### src/rtl/mul_rr_arbiter.sv
// Two-requester arbiter in front of one iterative rv32 multiplier; latches the winner's
// operands, runs the mul handshake and returns the result with a one-cycle ready pulse.
// Build option: MUL_ARB_FIXED_PRIO_EN gives requester 0 absolute priority (default: round-robin).
module mul_rr_arbiter #(
  parameter int OP_W = 3,
  parameter int XLEN = 32
) (
  input  logic            clk,
  input  logic            resetn,
  input  logic            req0_valid,
  input  logic [XLEN-1:0] req0_a,
  input  logic [XLEN-1:0] req0_b,
  input  logic [OP_W-1:0] req0_op,
  output logic            req0_ready,
  output logic [XLEN-1:0] req0_result,
  input  logic            req1_valid,
  input  logic [XLEN-1:0] req1_a,
  input  logic [XLEN-1:0] req1_b,
  input  logic [OP_W-1:0] req1_op,
  output logic            req1_ready,
  output logic [XLEN-1:0] req1_result,
  output logic            mul_valid,
  output logic [XLEN-1:0] mul_a,
  output logic [XLEN-1:0] mul_b,
  output logic [OP_W-1:0] mul_op,
  input  logic            mul_ready,
  input  logic [XLEN-1:0] mul_result,
  output logic            busy
);

  typedef enum logic [2:0] {
    S_IDLE = 3'b001,
    S_BUSY = 3'b010,
    S_DONE = 3'b100
  } state_t;

  state_t          r_state;
  logic            r_grant;
  logic            r_req0_ready, r_req1_ready;
  logic [XLEN-1:0] r_req0_result, r_req1_result;
  logic            r_mul_valid;
  logic [XLEN-1:0] r_mul_a, r_mul_b;
  logic [OP_W-1:0] r_mul_op;
  logic            r_busy;
  logic            w_any;
  logic            w_win;
`ifndef MUL_ARB_FIXED_PRIO_EN
  logic            r_last_grant;
`endif

  assign w_any = req0_valid | req1_valid;

  // w_win is the index of the requester granted this cycle (only used when w_any)
  always_comb begin
`ifdef MUL_ARB_FIXED_PRIO_EN
    w_win = ~req0_valid;
`else
    if (req0_valid && req1_valid) w_win = ~r_last_grant;
    else                          w_win = ~req0_valid;
`endif
  end

  always_ff @(posedge clk) begin
    if (!resetn) begin
      r_state       <= S_IDLE;
      r_grant       <= 1'b0;
      r_req0_ready  <= 1'b0;
      r_req1_ready  <= 1'b0;
      r_req0_result <= '0;
      r_req1_result <= '0;
      r_mul_valid   <= 1'b0;
      r_mul_a       <= '0;
      r_mul_b       <= '0;
      r_mul_op      <= '0;
      r_busy        <= 1'b0;
`ifndef MUL_ARB_FIXED_PRIO_EN
      r_last_grant  <= 1'b1;
`endif
    end else begin
      case (r_state)
        S_IDLE: begin
          if (w_any) begin
            r_mul_a      <= w_win ? req1_a  : req0_a;
            r_mul_b      <= w_win ? req1_b  : req0_b;
            r_mul_op     <= w_win ? req1_op : req0_op;
            r_mul_valid  <= 1'b1;
            r_grant      <= w_win;
`ifndef MUL_ARB_FIXED_PRIO_EN
            r_last_grant <= w_win;
`endif
            r_busy       <= 1'b1;
            r_state      <= S_BUSY;
          end
        end
        S_BUSY: begin
          if (mul_ready) begin
            r_mul_valid <= 1'b0;
            if (r_grant) begin
              r_req1_result <= mul_result;
              r_req1_ready  <= 1'b1;
            end else begin
              r_req0_result <= mul_result;
              r_req0_ready  <= 1'b1;
            end
            r_state <= S_DONE;
          end
        end
        S_DONE: begin
          // one dead cycle so the winner can drop valid before re-arbitration
          r_req0_ready <= 1'b0;
          r_req1_ready <= 1'b0;
          r_busy       <= 1'b0;
          r_state      <= S_IDLE;
        end
        default: r_state <= S_IDLE;
      endcase
    end
  end

  assign req0_ready  = r_req0_ready;
  assign req1_ready  = r_req1_ready;
  assign req0_result = r_req0_result;
  assign req1_result = r_req1_result;
  assign mul_valid   = r_mul_valid;
  assign mul_a       = r_mul_a;
  assign mul_b       = r_mul_b;
  assign mul_op      = r_mul_op;
  assign busy        = r_busy;

endmodule
### config.mk
export PLATFORM = sky130hd
export DESIGN_NAME = mul_rr_arbiter
export DESIGN_NICKNAME = d
export VERILOG_FILES = /design/src/rtl/mul_rr_arbiter.sv
export SDC_FILE = /design/constraint.sdc
export NUM_CORES = 1
export LEC_CHECK = 0
export ABC_CLOCK_PERIOD_IN_PS = 1400
export BUFFER_PORTS_ARGS = -buffer_cell sky130_fd_sc_hd__buf_2
export CAP_MARGIN = 20
export CORE_ASPECT_RATIO = 1.75
export CORE_MARGIN = 2
export CORE_UTILIZATION = 44
export CTS_CLUSTER_DIAMETER = 50
export DETAILED_ROUTE_END_ITERATION = 6
export PLACE_DENSITY = 0.77
export SETUP_SLACK_MARGIN = 0.15
export SLEW_MARGIN = 10
export SYNTH_ARGS = -nofsm -noshare
export SYNTH_HDL_FRONTEND = slang
export SYNTH_SLANG_ARGS = --single-unit
### constraint.sdc
create_clock -name clk -period 1.4 [get_ports clk]
set_input_delay 0.28 -clock clk [delete_from_list [all_inputs] [get_ports clk]]
set_output_delay 0.28 -clock clk [all_outputs]
set_load 0.01 [all_outputs]
==> impl_metrics.tcl <==
set metrics [dict create \
    worst_path_max_delay_cell "a311oi_1" \
    root_buffer "clkbuf_16" \
    worstSetupEndpointType "register" \
    post-route-period-util 0.994 \
    clkPwrFrac 0.386 \
    tightest_slew_ns 0.310 \
    hpwl_um 14500 \
    r2r_start "r_last_grant$_SDFFE_PN1P_" \
    yosysMostFrequentCell "dfxtp_1" \
    cts_tree "done" \
    dp.cells 1144 \
    cp_max_fo 25 \
    overflow 0 \
    hold_depth 3 \
    criticalPathCategory "register to register" \
    cts_sinks 140 \
    drtIter0Drc 353 \
    synth-async-reset-ratio 0 \
    drc 0 \
    num-nets-final 1169 \
    grt_max_degree 66 \
    drive_above_1_share 0.396 \
    yosysWarnings 0 \
    synthesis.nets 896 \
    hold_path_end "req1_result[1]$_SDFFE_PN0P_" \
    setup_viol 0 \
    status "finished clean" \
    port_buffers 305 \
    cts_buffers 17 \
    power.leakage_nw 3.70 \
    synth_edf_count 0 \
    synthCells 725 \
    avgSynthCellArea_um2 8.56 \
    synthTopCellsByArea "dfxtp_1, a21oi_1, o21ai_0, a311oi_1, nand3b_1" \
    yosysTopAreaCell "dfxtp_1" \
    antenna_found_initial 4 \
    rsz0062_at_grt "yes" \
    fp.dieH_um 161 \
    cp.depth 4 \
    wl_per_cell_um 18.5 \
    synth_ff_type "dfxtp_1" \
    stdcell_count 1192 \
    worst_clock_skew_ns 0.0120 \
    slew_headroom 0.792 \
    cp.arrival_ns 1.68 \
    p_int_mw 8.06 \
    hold_path.class "input port to register" \
    wl_met1_um 8180 \
    core_um2 13800 \
    synth_top_area_frac 0.452 \
    maxSlewViolCount 0 \
    ys_types 30 \
    cpPeakStageDelay_ns 0.36 \
    holdWs_ns 0.146 \
    clkTransAtPathRegs_ns 0.06 \
    h-tree-depth 4 \
    p_sw_mw 3.33 \
    crit_buf_inv 1 \
    min_period_ns 1.39 \
    p_comb_frac 0.218 \
    initial_core_util 0.449 \
    placement_rows 57 \
    io-pin-count 306 \
    area_delta_synth_final_pct 42.4 \
    yosysSeqAreaShare 0.452 \
    routed-wl-met2_um 11600 \
    die_area_um2 15100 \
    die_x_um 93.8 \
    wl_um 22100 \
    avgViaCountPerCell 5.83 \
    clock_path_buffers 2 \
    wl_met3_um 1330 \
    p_sw_frac 0.292 \
    worstHoldStart "mul_result[1]" \
    final_area_um2 8840 \
    placed_cell_area_um2 7950 \
    dr.pass1.iters 5 \
    vias 6947 \
    fmax_ghz 0.718 \
    p_per_area_nw_per_um2 1290 \
    finalHoldViolCount 0 \
    grt_pass1_vias 6401 \
    grt_util_all_layers 0.268 \
    routed.top_layer "met5" \
    reg2reg_depth 4 \
    synth_area_um2 6210 \
    ys_ff_latch 140 \
    grt_first_pass_wirelength_um 32400 \
    crit_chain "nor2b_4, buf_12, o21ai_0, a311oi_1" \
    synth_commonest_cells "dfxtp_1, a21oi_1, o21ai_0" \
    timing.reg2reg.setup_slack_ns 0.008 \
    regToRegEndpoint "mul_a[14]$_SDFFE_PN0P_" \
    pwr-share-seq 0.396 \
    ant_nets 0 \
    gp_congestion 0.870 \
    clkLatencyLatePin_ns 0.41 \
    max-vdd-ir-drop_v 0.000959 \
    maxCapViolCount 0 \
    critPathTopFamily "compound AO/OA/AOI/OAI gates" \
    required_ns 1.68 \
    startpoint_type "register" \
]
==> cell families (layout without fill, tap and decap cells) <==
logic type | count (synthesis) | after routing | synth area share
compound gates | 339 | 339 | 0.316
simple gates | 147 | 147 | 0.151
flops | 140 | 140 | 0.452
buf+inv | 98 | 384 | 0.0796
mux | 1 | 1 | 0.00161
other cells | 0 | 4 | 0
==> per-stage QoR <==
step                power [mW]  TNS [ns]  utilization  worst slack [ns]
finish                    11.4         0        0.639           0.00801
detailed placement        6.84   -0.0444        0.574           -0.0364
global route              11.9   -0.0747        0.639           -0.0670
CTS                       11.3         0        0.626            0.0903
floorplan                 5.82         0            -             0.151
global placement          6.81         0        0.574            0.0294
==> placed cells by master (no fill, tap or decap), types with 2 or more instances in the layout <==
| cell | count |
|---|---|
| a21oi_1 | 134 |
| a21oi_2 | 2 |
| a311oi_1 | 65 |
| a311oi_2 | 2 |
| buf_12 | 18 |
| buf_16 | 3 |
| buf_2 | 305 |
| buf_4 | 14 |
| buf_6 | 5 |
| bufinv_16 | 2 |
| clkbuf_1 | 3 |
| clkbuf_16 | 21 |
| clkinvlp_4 | 4 |
| dfxtp_1 | 135 |
| dfxtp_2 | 5 |
| diode_2 | 4 |
| inv_2 | 2 |
| inv_6 | 4 |
| nand2_1 | 3 |
| nand3_1 | 64 |
| nand3b_1 | 68 |
| nor2_1 | 3 |
| o21ai_0 | 110 |
| o21ai_1 | 21 |
| o21ai_2 | 2 |
==> state kept, by name (all words and copies together) (netlist names) <==
name	cells
mul_a	32
mul_b	32
req0_result	32
req1_result	32
mul_op	3
r_state	3
busy	1
mul_valid	1
r_grant	1
r_last_grant	1
req0_ready	1
req1_ready	1
==> layer usage <==
metal / GRT usage / vias to the layer above
met3: 0.0550 / 62
li1: - / 3286
met2: 0.455 / 317
met1: 0.314 / 3280
met5: 0 / -
met4: 0.140 / 2
==> worst max-delay path by stage <==
| stage | startpoint | endpoint |
|---|---|---|
| floorplan | req0_valid | mul_a[10]$_SDFFE_PN0P_ |
| detailed placement | req1_valid | mul_a[8]$_SDFFE_PN0P_ |
| global route | r_last_grant$_SDFFE_PN1P_ | mul_a[14]$_SDFFE_PN0P_ |
| CTS | r_state[0]$_SDFFE_PN1P_ | req1_result[24]$_SDFFE_PN0P_ |
| global placement | req1_valid | mul_b[28]$_SDFFE_PN0P_ |
| finish | r_last_grant$_SDFFE_PN1P_ | mul_a[14]$_SDFFE_PN0P_ |
==> what timing repair did <==
item | 4_1_cts | 5_1_grt
buffers inserted | 3 | 1
resized for setup | 14 | 22
pin swaps | 1 | 3
gates cloned | 3 | 5
hold buffers | 0 | 0
setup endpoints to repair | 137 | 135
==> layout make-up <==
type	count	area [um^2]
antenna	4	10.0
clock buffer	20	437
clock inverter	12	139
fill	1239	5000
inverter	3	13.8
multi-input combinational	487	2980
sequential	140	2810
tap	177	221
timing repair buffer	349	2230
==> power by group through the flow <==
stage	logic (mW)	clock network [mW]	registers [mW]
detailed placement	2.26	0	4.58
CTS	2.35	4.46	4.51
global placement	2.23	0	4.58
finish	2.48	4.40	4.51
floorplan	1.12	0	4.70
global route	2.67	4.65	4.54
==> worst register-to-register path: cells and delay by family, from the launching register on <==
| kind | cells | cell delay [ns] |
|---|---|---|
| compound gates | 2 | 0.47 |
| flops | 1 | 0.34 |
| buf+inv | 1 | 0.20 |
| simple gates | 1 | 0.27 |
No activity file was read; power rests on OpenSTA's default activity.
